$ cat config.mk
export PLATFORM = sky130hd
export DESIGN_NAME = bpsk_mod
export DESIGN_NICKNAME = d
export VERILOG_FILES = /design/src/rtl/bpsk_mod.sv
export SDC_FILE = /design/constraint.sdc
export NUM_CORES = 1
export LEC_CHECK = 0
export CAP_MARGIN = 20
export CELL_PAD_IN_SITES_DETAIL_PLACEMENT = 1
export CELL_PAD_IN_SITES_GLOBAL_PLACEMENT = 1
export CORE_ASPECT_RATIO = 0.8
export CORE_MARGIN = 2
export CORE_UTILIZATION = 44
export DETAILED_ROUTE_END_ITERATION = 8
export GPL_TIMING_DRIVEN = 0
export PLACE_DENSITY_LB_ADDON = 0.1
export SYNTH_ARGS = -nofsm -noshare
export SYNTH_HDL_FRONTEND = slang
export SYNTH_SLANG_ARGS = --single-unit
$ cat constraint.sdc
create_clock -name clk -period 3.5 [get_ports clk]
set_input_delay 0.35 -clock clk [delete_from_list [all_inputs] [get_ports clk]]
set_output_delay 0.35 -clock clk [all_outputs]
set_load 0.05 [all_outputs]
$ cat src/rtl/bpsk_mod.sv
// bpsk_mod: BPSK modulator with a 16-bit phase-accumulator carrier.
// Each serial input bit is held for SYM_LEN cycles and sets the sign of a
// 64-point sine carrier. The sample path is a three-stage pipeline
// (index capture, sine lookup, sign apply), so the output lags by 3 cycles.
//
// Build option: define BPSK_DIFF_ENC_EN to enable differential encoding
// (DPSK). In that build the applied bit is bit_in XOR the previous applied
// bit. Without the macro the applied bit is bit_in and no differential
// state register exists.

module bpsk_mod #(
    parameter int          SYM_LEN   = 64,
    parameter logic [15:0] FREQ_WORD = 16'h0400
) (
    input  logic              clk,
    input  logic              rst_n,
    input  logic              en,
    input  logic              bit_in,
    output logic              sym_tick,
    output logic              data_bit,
    output logic signed [7:0] mod_out,
    output logic              mod_valid
);

    // Counter width covers 0..SYM_LEN-1; SYM_LEN >= 2 keeps this at least 1 bit.
    localparam int                CNT_W   = (SYM_LEN > 2) ? $clog2(SYM_LEN) : 1;
    localparam logic [CNT_W-1:0]  CNT_MAX = CNT_W'(SYM_LEN - 1);

    // ------------------------------------------------------------------
    // Symbol timing and bit selection
    // ------------------------------------------------------------------
    logic [CNT_W-1:0] sym_cnt;
    logic [15:0]      phase;
    logic             cur_bit;
    logic             at_sym_start;
    logic             sym_start;
    logic             new_bit;
    logic             bit_use;

    assign at_sym_start = (sym_cnt == '0);
    assign sym_start    = en && at_sym_start;

`ifdef BPSK_DIFF_ENC_EN
    logic diff_state;

    // Previous applied bit; only reset clears it, so it survives en drops.
    always_ff @(posedge clk) begin
        if (!rst_n) begin
            diff_state <= 1'b0;
        end else if (sym_start) begin
            diff_state <= new_bit;
        end
    end

    assign new_bit = bit_in ^ diff_state;
`else
    assign new_bit = bit_in;
`endif

    // The bit fed to the carrier: the fresh sample on the symbol's first
    // cycle, the held bit afterwards.
    assign bit_use = at_sym_start ? new_bit : cur_bit;

    // Symbol counter, held bit and symbol-start pulse.
    // NOTE: every clocked block uses non-blocking (<=) assignments so that all
    // registers update together from pre-edge values, with no ordering races.
    always_ff @(posedge clk) begin
        if (!rst_n) begin
            sym_cnt  <= '0;
            sym_tick <= 1'b0;
            cur_bit  <= 1'b0;
        end else if (!en) begin
            // Idle abandons any partial symbol; the next enable starts fresh.
            sym_cnt  <= '0;
            sym_tick <= 1'b0;
        end else begin
            sym_tick <= at_sym_start;
            if (at_sym_start) begin
                cur_bit <= new_bit;
            end
            if (sym_cnt == CNT_MAX) begin
                sym_cnt <= '0;
            end else begin
                sym_cnt <= sym_cnt + 1'b1;
            end
        end
    end

    assign data_bit = cur_bit;

    // Carrier phase accumulator; wraps modulo 2^16 and runs straight across
    // symbol boundaries so the carrier stays phase-continuous.
    always_ff @(posedge clk) begin
        if (!rst_n || !en) begin
            phase <= '0;
        end else begin
            phase <= phase + FREQ_WORD;
        end
    end

    // ------------------------------------------------------------------
    // Stage A: table index, bit in use and sample valid
    // ------------------------------------------------------------------
    logic [5:0] idx_a;
    logic       bit_a;
    logic       valid_a;

    // Capture the top six phase bits alongside the bit that modulates them.
    always_ff @(posedge clk) begin
        if (!rst_n) begin
            idx_a   <= '0;
            bit_a   <= 1'b0;
            valid_a <= 1'b0;
        end else begin
            idx_a   <= phase[15:10];
            bit_a   <= bit_use;
            valid_a <= en;
        end
    end

    // ------------------------------------------------------------------
    // Stage B: quarter-wave sine lookup
    // ------------------------------------------------------------------

    // Magnitude of sin over one quarter wave, 17 points (0..16) scaled to 127.
    // NOTE: this table is a constant ROM decoded from a case statement, not a
    // storage array, so it has no contents to reset or initialise.
    function automatic logic [6:0] quarter_mag(input logic [4:0] addr);
        logic [6:0] m;
        m = '0;
        case (addr)
            5'd0:    m = 7'd0;
            5'd1:    m = 7'd12;
            5'd2:    m = 7'd25;
            5'd3:    m = 7'd37;
            5'd4:    m = 7'd49;
            5'd5:    m = 7'd60;
            5'd6:    m = 7'd71;
            5'd7:    m = 7'd81;
            5'd8:    m = 7'd90;
            5'd9:    m = 7'd98;
            5'd10:   m = 7'd106;
            5'd11:   m = 7'd112;
            5'd12:   m = 7'd117;
            5'd13:   m = 7'd122;
            5'd14:   m = 7'd125;
            5'd15:   m = 7'd126;
            5'd16:   m = 7'd127;
            default: m = 7'd0;
        endcase
        return m;
    endfunction

    logic [4:0]        lut_addr;
    logic [6:0]        lut_mag;
    logic signed [7:0] sine_val;

    // Fold the 64-point cycle onto the quarter table: idx[4] mirrors the
    // address (falling half of each lobe), idx[5] negates (second half-cycle).
    // NOTE: every signal driven here gets a value before any branch, so no
    // path leaves one unassigned and no latch is inferred.
    always_comb begin
        lut_addr = {1'b0, idx_a[3:0]};
        lut_mag  = '0;
        sine_val = '0;
        if (idx_a[4]) begin
            lut_addr = 5'd16 - {1'b0, idx_a[3:0]};
        end
        lut_mag  = quarter_mag(lut_addr);
        sine_val = idx_a[5] ? -$signed({1'b0, lut_mag}) : $signed({1'b0, lut_mag});
    end

    logic signed [7:0] sine_b;
    logic              bit_b;
    logic              valid_b;

    // Register the looked-up carrier sample with its bit and valid.
    always_ff @(posedge clk) begin
        if (!rst_n) begin
            sine_b  <= '0;
            bit_b   <= 1'b0;
            valid_b <= 1'b0;
        end else begin
            sine_b  <= sine_val;
            bit_b   <= bit_a;
            valid_b <= valid_a;
        end
    end

    // ------------------------------------------------------------------
    // Stage C: BPSK sign and output gating
    // ------------------------------------------------------------------

    // Bit 1 passes the carrier, bit 0 inverts it; invalid slots output 0.
    // The carrier never reaches -128, so negation cannot overflow.
    always_ff @(posedge clk) begin
        if (!rst_n) begin
            mod_out   <= '0;
            mod_valid <= 1'b0;
        end else begin
            mod_valid <= valid_b;
            if (!valid_b) begin
                mod_out <= '0;
            end else if (bit_b) begin
                mod_out <= sine_b;
            end else begin
                mod_out <= -sine_b;
            end
        end
    end

endmodule
Yosys cells after proc, flatten, opt, wreduce, memory -nomap -nowiden:

Memory sizes are Yosys's and may differ from the RTL's.
Cells that the tools add are included.

* flip-flop bits (word level): 51
* ROM bits: 224
* input bits: 4
* output and inout port bits: 11
* logic and storage cells: 34
* memories kept: 1

* add/sub/neg operators: 5
* equal/unequal tests: 1
* multiplexer cells: 4
* bitwise logic cells: 2
* reductions and logical operators: 8

Memory list
* (no name shown): words 32, width 7, read ports 1, clocked after memory_dff 0, wr ports 0, line 131 `case (addr)`

Operators with widths (number)
* 16-bit by 11-bit adder with 16-bit output (second input constant): 1
* 8-bit two-way mux: 1
* 7-bit negator with 8-bit output: 1
* 8-bit negator: 1
* 7-bit two-way mux: 1
* 6-bit by 1-bit adder with 6-bit output (second input constant): 1
* 6-bit equality test (second input constant): 1
* 6-bit logical NOT: 1
* 2-bit AND reduction: 3
* 5-bit two-way mux: 1
* 5-bit by 4-bit subtractor with 5-bit output (first input constant): 1
* 3-bit OR reduction: 1
* 1-bit logical NOT: 2
* 1-bit NOT: 2
* 1-bit logical OR: 1
* 1-bit two-way mux: 1

Depth between registers and ports, before layout:

Gate-level depths: netlist (run 1).
An unclocked memory read counts as a cell.

* depth after elaboration: 5
* depth in mapped cells: 14
* depth with buffers taken out: 13

Least setup slack after synthesis (run 1):

No wires, ideal clock.

* path kind: register to register
* from: reg idx_a[0]
* to: reg sine_b[6]
* setup time: 117 ps
* arrival time: 2638 ps
* data required time: 3383 ps
* path slack: 745 ps
* cell stages (with the launch flop): 12
* path buffers: 1
* clock period less this slack: 2755 ps
* cells stage by stage: dfxtp_1 buf_6 inv_1 ha_1 mux2i_1 inv_1 ha_1 a2111oi_2 a211oi_2 o41ai_2 xnor2_1 nor2_1

* longest elaborated chain between the ends: 5

RTL lines
* from (decl): line 104 `logic [5:0] idx_a;`
* from (signal assigned): line 115 `idx_a <= phase[15:10];`
* 5-bit by 4-bit subtractor with 5-bit output: line 167 `lut_addr = 5'd16 - {1'b0, idx_a[3:0]};`
* 5-bit two-way mux *: line 166 `if (idx_a[4]) begin`
* memory read 32 x 7 bit *
* 7-bit negator with 8-bit output: line 170 `sine_val = idx_a[5] ? -$signed({1'b0, lut_mag}) : $signed({1'b0, lut_mag});`
* 7-bit two-way mux *: line 170
* to (signal assigned): line 184 `sine_b <= sine_val;`
* to (decl): line 173 `logic signed [7:0] sine_b;`

Mark *: on every way between the ends. The rest lies on a longest branch, timed or not.
A chain may end at the register's enable or synchronous reset.

Final worst setup path (run 1):

Ends and elaborated chain as after synthesis.

==> results of run 1 <==
## per-stage QoR
step | util (%) | hold WS, ns
final | 51.8 | 0.448
after CTS | 51.7 | 0.449
after global routing | 51.8 | 0.468
after floorplan | - | 0.412
after detailed placement | 49.8 | 0.434
after global placement | 49.8 | 0.422
## registers in the layout, summed over array words and instances, names as in the netlist, 6 cells and up
register	count
sym_cnt	6
sine_b	8
phase	6
mod_out	8
idx_a	6
## power by group
group	switching, mW	internal [mW]	leakage [nW]	total [mW]
registers	0.00663	0.475	0.333	0.482
logic	0.0432	0.0294	0.525	0.0727
clock network	0.159	0.138	0.0439	0.296
## kinds of logic after synthesis
group | Yosys count | synth area share (%)
DFF | 41 | 40.3
buffers and inverters | 22 | 6.46
AOI/OAI and AO/OA | 38 | 13.5
and+or+nand+nor | 87 | 21.3
adders and majority gates | 11 | 6.76
xor gates and xnor gates | 18 | 8.12
muxes | 7 | 3.44
## metal layers
layer  vias up  global-route usage, %  share of wire [%]
met1       750                   24.3                 52
met3         7                   4.18                2.5
met4         0                   5.72                1.3
met2        16                   27.4                 45
met5         -                      0                  0
li1        801                      -                  -
## synthesized netlist by cell type (2+ instances only)
cell,instances
xor2_1,7
clkbuf_8,3
a31oi_1,2
mux2i_1,7
buf_6,2
nor4_1,2
clkbuf_1,2
inv_1,13
ha_1,11
a21oi_1,13
nor3_1,9
nor2_1,29
and3_1,3
and2_1,9
nand3b_1,2
xnor2_1,10
nand3_1,6
a41oi_1,2
dfxtp_1,41
or3_1,4
nand2_1,16
o21ai_0,10
## critical path, cell delays in order, from the launching register on
cell and delay, ns:
dfxtp_1 0.44, buf_6 0.18, inv_1 0.13, ha_1 0.38
mux2i_2 0.30, inv_1 0.14, ha_1 0.37, a2111oi_2 0.37
a211oi_2 0.14, o41ai_2 0.40, xnor2_1 0.16, nor2_1 0.05
## worst max-delay path by stage
stage,endpoint,startpoint,cells after the start,slack [ns]
2_1_floorplan,sine_b[6]$_SDFF_PN0_,idx_a[0]$_SDFF_PN0_,11,0.75
3_3_place_gp,sine_b[6]$_SDFF_PN0_,idx_a[0]$_SDFF_PN0_,11,0.32
3_5_place_dp,sine_b[6]$_SDFF_PN0_,idx_a[0]$_SDFF_PN0_,11,0.31
4_1_cts,sine_b[6]$_SDFF_PN0_,idx_a[0]$_SDFF_PN0_,11,0.28
5_1_grt,sine_b[6]$_SDFF_PN0_,idx_a[0]$_SDFF_PN0_,11,0.13
6_report,sine_b[6]$_SDFF_PN0_,idx_a[0]$_SDFF_PN0_,11,0.32
## timing repair
| action | CTS | global route |
|---|---|---|
| gates resized for setup | 0 | 1 |
| endpoints found under the setup margin | 0 | 1 |
| hold buffers | 0 | 0 |
## final cells by class
| class | instances | share of cell area (%) |
|---|---|---|
| clock inverter | 3 | 0.749 |
| inverter | 14 | 2.25 |
| sequential | 41 | 35.1 |
| timing repair buffer | 14 | 5.99 |
| multi-input combinational | 161 | 46.4 |
| buffer | 8 | 3.37 |
| clock buffer | 5 | 2.94 |
| tap | 60 | 3.21 |
==> flow_summary_export.csv, run 1 <==
group,metric,value,unit
synthesis,netlist-cell-type-count,43,
final_layout,layout_common_cells,"41 x dfxtp_1, 29 x nor2_1, 16 x nand2_1",
global_routing,grt_pass1_wl,7.16,mm
critical_path,worstSetupStartpointType,"flop",
clock_network,post_cts_buffers,0,
floorplanning,pin_count,15,
outcome,outcome,"finished clean",
final_layout,post_route_cells_drive_above_1_share,10.2,%
clock_network,htree_levels,2,
synthesis,synth_fp_nets,239,
routing,wire_per_inst,13.4,µm
synthesis,synth_top_flop_cell,"dfxtp_1",
routing,detail_route.iter0.violations,33,
timing,maxSlewViolCount,0,
synthesis,synth_top_cell_by_area,"dfxtp_1",
final_layout,post_layout_nonfiller_instances,306,
floorplanning,floorplan.die.width,80.0,µm
timing,setup_viol_count_final,0,
clock_network,tritoncts_clock_tree,"yes",
floorplanning,die_area,0.00519,mm²
final_layout,layout.area.seq,821,µm²
synthesis,ys_seq_area_share,40.3,%
pwr,p_leak,0.902,nW
critical_path,worst-r2r-cell-count,11,
timing,finalWorstPathRequiredPeriod,3.18,ns
timing,worst_slew_pin_slew,0.581,ns
timing,fin_crit_sh,90.7,%
timing,grt_setup_unrepaired,"false",
global_routing,first_global_vias,1566,
synthesis,synth.ff_latch_count,41,
timing,fin_tns_setup,0,ns
critical_path,arrival,3.35,ns
global_routing,grt_antenna_before_repair,0,
final_layout,syn_to_final_growth,15.0,%
synthesis,yosys.area.top_type_share,40.3,%
routing,drc,0,
routing,totalWireLength,4.10,mm
final_layout,final_common_cell,"dfxtp_1",
pwr,post-layout-total-power,851,µW
final_layout,multi_input_area,0.00109,mm²
routing,drt-vias-per-instance,5.14,
timing,worst_clock_skew,0.00664,ns
clock_network,cts-buffers-inserted,5,
placement,place_inst,298,
synthesis,ys_top_cells_by_area,"dfxtp_1 40%, ha_1 6.8%, nor2_1 5.4%",
clock_network,clkSinkCount,41,
flow_run,cap_violations,0,
synthesis,synthArstFlopShare,0,%
pwr,ir_worst_vdd,0.215,mV
clock_network,cts_root_buf,"clkbuf_8",
critical_path,endpoint_kind,"flop",
global_routing,grt.total_usage,17.7,%
timing,finalHoldViolCount,0,
hold_path,holdCritStartpoint,"bit_a$_SDFF_PN0_",
placement,numPortBuffers,14,
final_layout,n_antenna_cell,0,
critical_path,worst_ep_required_time,3.68,ns
routing,detail-route-antenna-nets,0,
clock_network,maximum_number_of_buffers_from_clock_root_to_sink,2,
final_layout,nets,260,
critical_path,critical_path.reg2reg.startpoint,"idx_a[0]$_SDFF_PN0_",
hold_path,timing.hold.worst.class,"flop to flop",
placement,gpl.final_weighted_congestion,0.856,
placement,dp.final_hpwl,3.06,mm
timing,maxClockFrequency,0.315,GHz
floorplanning,start_util,45.1,%
timing,relSlewSlack,60.9,%
hold_path,hold_path_end,"bit_b$_SDFF_PN0_",
synthesis,mappedNetlistArea,0.00203,mm²
placement,detailed_place.area,0.00225,mm²
critical_path,worst-path-max-fanout,10,
final_layout,num-fill-cells,539,
synthesis,ys_warn_count,0,
hold_path,min_path_cells,1,
floorplanning,coreArea,0.00451,mm²
routing,vias_post_dr,1574,
routing,dr.pass1.iters,4,
synthesis,synthesis.instances,224,
critical_path,timing_worst_setup_path_type,"flop to flop",
synthesis,postSynthAreaPerCell,9.08,µm²
global_routing,grt_start_max_net_pins,14,
floorplanning,dieHeight,64.8,µm
global_routing,global_route.overflow_total,0,
placement,post-place-ws,0.314,ns
floorplanning,row_count,22,
final_layout,post-route-cell-area,0.00234,mm²
pwr,pwr_density_cell,364,mW/mm²
clock_network,worstSkewPairLatency,0.29,ns
critical_path,critical_path.reg2reg.endpoint,"sine_b[6]$_SDFF_PN0_",
critical_path,reg2reg_slack,0.32,ns
timing,layout_setup_ws,0.325,ns
synthesis,synth_edf_count,0,
clock_network,clk_transition_reported_paths,0.08,ns
(Power assumes the default switching activity.)
==> inputs of run 2 (changes only) <==
--- a/config.mk
+++ b/config.mk
@@ -5,12 +5,12 @@
 export SDC_FILE = /design/constraint.sdc
 export NUM_CORES = 1
 export LEC_CHECK = 0
-export CAP_MARGIN = 20
 export CELL_PAD_IN_SITES_DETAIL_PLACEMENT = 1
 export CELL_PAD_IN_SITES_GLOBAL_PLACEMENT = 1
 export CORE_ASPECT_RATIO = 0.8
 export CORE_MARGIN = 2
 export CORE_UTILIZATION = 44
+export CTS_CLUSTER_DIAMETER = 100
 export DETAILED_ROUTE_END_ITERATION = 8
 export GPL_TIMING_DRIVEN = 0
 export PLACE_DENSITY_LB_ADDON = 0.1
==> results of run 2 <==
No change in the layout: final DEF, timing and power equal those of run 1.
==> inputs of run 3 (changes only) <==
==> constraint.sdc (replaced) <==
create_clock -name clk -period 3.6 [get_ports clk]
set_input_delay 0.36 -clock clk [delete_from_list [all_inputs] [get_ports clk]]
set_output_delay 0.36 -clock clk [all_outputs]
set_load 0.05 [all_outputs]
==> run 3 against run 2 <==
Against the previous run:
- sequential share of layout area increased by 0.056 points
- global-route usage unchanged
- total power decreased by 2.9%
- maximum frequency decreased by 2.0%
- first-iteration DRC count increased by 30%
- final cell count unchanged
- non-clock buffer count unchanged
- register-to-register slack improved by 0.03 ns
- largest cell class unchanged
==> flow_summary_export.csv, run 3 (synthesized netlist as in run 1, its figures left out) <==
group,metric,value,unit
outcome,outcome,"finished clean",
final_layout,n_antenna_cell,0,
final_layout,layout_common_cells,"41 x dfxtp_1, 29 x nor2_1, 16 x nand2_1",
floorplanning,row_count,22,
critical_path,critical_path.reg2reg.startpoint,"idx_a[0]$_SDFF_PN0_",
global_routing,groute.layer.met2.usage,27.4,%
clock_network,clkSinkCount,41,
final_layout,final_common_cell,"dfxtp_1",
pwr,p_leak,0.901,nW
critical_path,worst-r2r-cell-count,11,
critical_path,worst-path-max-fanout,10,
final_layout,registers_with_the_most_flip_flops,"mod_out x8, sine_b x8",
critical_path,worstSetupStartpointType,"flop",
routing,vias_post_dr,1570,
placement,dp.final_hpwl,3.06,mm
timing,finalWorstPathRequiredPeriod,3.24,ns
final_layout,syn_to_final_growth,14.8,%
global_routing,first_global_vias,1566,
placement,post-place-ws,0.414,ns
clock_network,clk_transition_reported_paths,0.08,ns
pwr,pwr_density_cell,354,mW/mm²
critical_path,worst_ep_required_time,3.78,ns
timing,fin_crit_sh,90.0,%
clock_network,cts_resized,0,
critical_path,crit_start,"idx_a[0]$_SDFF_PN0_",
timing,setup_viol_count_final,0,
routing,detail-route-antenna-nets,0,
hold_path,min_path_cells,1,
timing,maxClockFrequency,0.309,GHz
timing,grt_setup_unrepaired,"false",
global_routing,grt.total_usage,17.7,%
global_routing,groute.layer.met3.usage,4.18,%
clock_network,cts.hold.buffers_added,0,
hold_path,hold_path_end,"bit_b$_SDFF_PN0_",
global_routing,grt_pass1_wl,7.16,mm
final_layout,nets,260,
timing,relSlewSlack,59.6,%
critical_path,reg2reg_slack,0.36,ns
floorplanning,dieHeight,64.8,µm
routing,drt-vias-per-instance,5.13,
placement,gpl.final_weighted_congestion,0.856,
timing,finalHoldViolCount,0,
clock_network,cts-buffers-inserted,5,
routing,totalWireLength,4.06,mm
clock_network,cts_root_buf,"clkbuf_8",
global_routing,grt_antenna_before_repair,0,
routing,dr.pass1.iters,4,
flow_run,cap_violations,0,
placement,numPortBuffers,14,
floorplanning,floorplan.die.width,80.0,µm
routing,drc,0,
timing,layout_setup_ws,0.359,ns
hold_path,holdCritStartpoint,"bit_a$_SDFF_PN0_",
timing,fin_tns_setup,0,ns
floorplanning,pin_count,15,
global_routing,grt.busiest_layer,"met2",
floorplanning,die_area,0.00519,mm²
global_routing,globalRouteMet1Util,24.3,%
floorplanning,coreArea,0.00451,mm²
timing,worst_slew_pin_slew,0.601,ns
floorplanning,start_util,45.1,%
clock_network,tritoncts_clock_tree,"yes",
routing,wire_per_inst,13.3,µm
critical_path,critical_path.reg2reg.endpoint,"sine_b[6]$_SDFF_PN0_",
pwr,post-layout-total-power,826,µW
hold_path,timing.hold.worst.class,"flop to flop",
routing,detail_route.iter0.violations,43,
global_routing,global_route.overflow_total,0,
global_routing,grt_start_max_net_pins,14,
timing,maxSlewViolCount,0,
critical_path,timing_worst_setup_path_type,"flop to flop",
clock_network,htree_levels,2,
final_layout,post_route_cells_drive_above_1_share,9.76,%
clock_network,worstSkewPairLatency,0.29,ns
clock_network,post_cts_buffers,0,
critical_path,arrival,3.42,ns
critical_path,endpoint_kind,"flop",
timing,worst_clock_skew,0.00577,ns
pwr,ir_worst_vdd,0.209,mV
clock_network,maximum_number_of_buffers_from_clock_root_to_sink,2,
[run 3: where the power goes]
part | internal (mW) | switching, mW
sequential | 0.462 | 0.00635
combinational | 0.0284 | 0.0419
clock | 0.134 | 0.154
[run 3: area by class of cell]
class | instances | area, µm²
Clock inverter | 3 | 17.5
Buffer | 8 | 78.8
Clock buffer | 5 | 68.8
Inverter | 14 | 52.6
Tap cell | 60 | 75.1
Sequential cell | 41 | 821
Timing Repair Buffer | 14 | 140
Multi-Input combinational cell | 161 | 1080
Fill cell | 539 | 2180
[run 3: worst max path at each step]
stage | endpoint | slack, ns | cells past startpoint
CTS | sine_b[6]$_SDFF_PN0_ | 0.38 | 11
detailed placement | sine_b[6]$_SDFF_PN0_ | 0.41 | 11
finish | sine_b[6]$_SDFF_PN0_ | 0.36 | 11
global route | sine_b[6]$_SDFF_PN0_ | 0.08 | 11
global placement | sine_b[6]$_SDFF_PN0_ | 0.42 | 11
floorplan | sine_b[6]$_SDFF_PN0_ | 0.85 | 11
[run 3: metrics by stage]
stage	utilization [%]	instances	hold WS [ns]	instance area (µm²)
6_report	51.7	306	0.448	2340
5_1_grt	51.7	306	0.468	2340
4_1_cts	51.7	306	0.449	2340
3_5_place_dp	49.8	298	0.434	2250
3_3_place_gp	49.8	298	0.422	2250
2_1_floorplan	-	224	0.412	2030
[run 3: worst max-delay path, stage by stage, from the launching register on]
cell	delay (ns)
dfxtp_1	0.44
buf_6	0.18
inv_1	0.13
ha_1	0.36
mux2i_1	0.38
inv_1	0.16
ha_1	0.38
a2111oi_2	0.37
a211oi_2	0.14
o41ai_2	0.40
xnor2_1	0.15
nor2_1	0.05
[run 3: layer usage]
layer  vias to the layer above  routed length, µm
li1                        802                  -
met1                       745               2100
met2                        16               1810
met3                         7                103
met4                         0                 53
met5                         -                  0
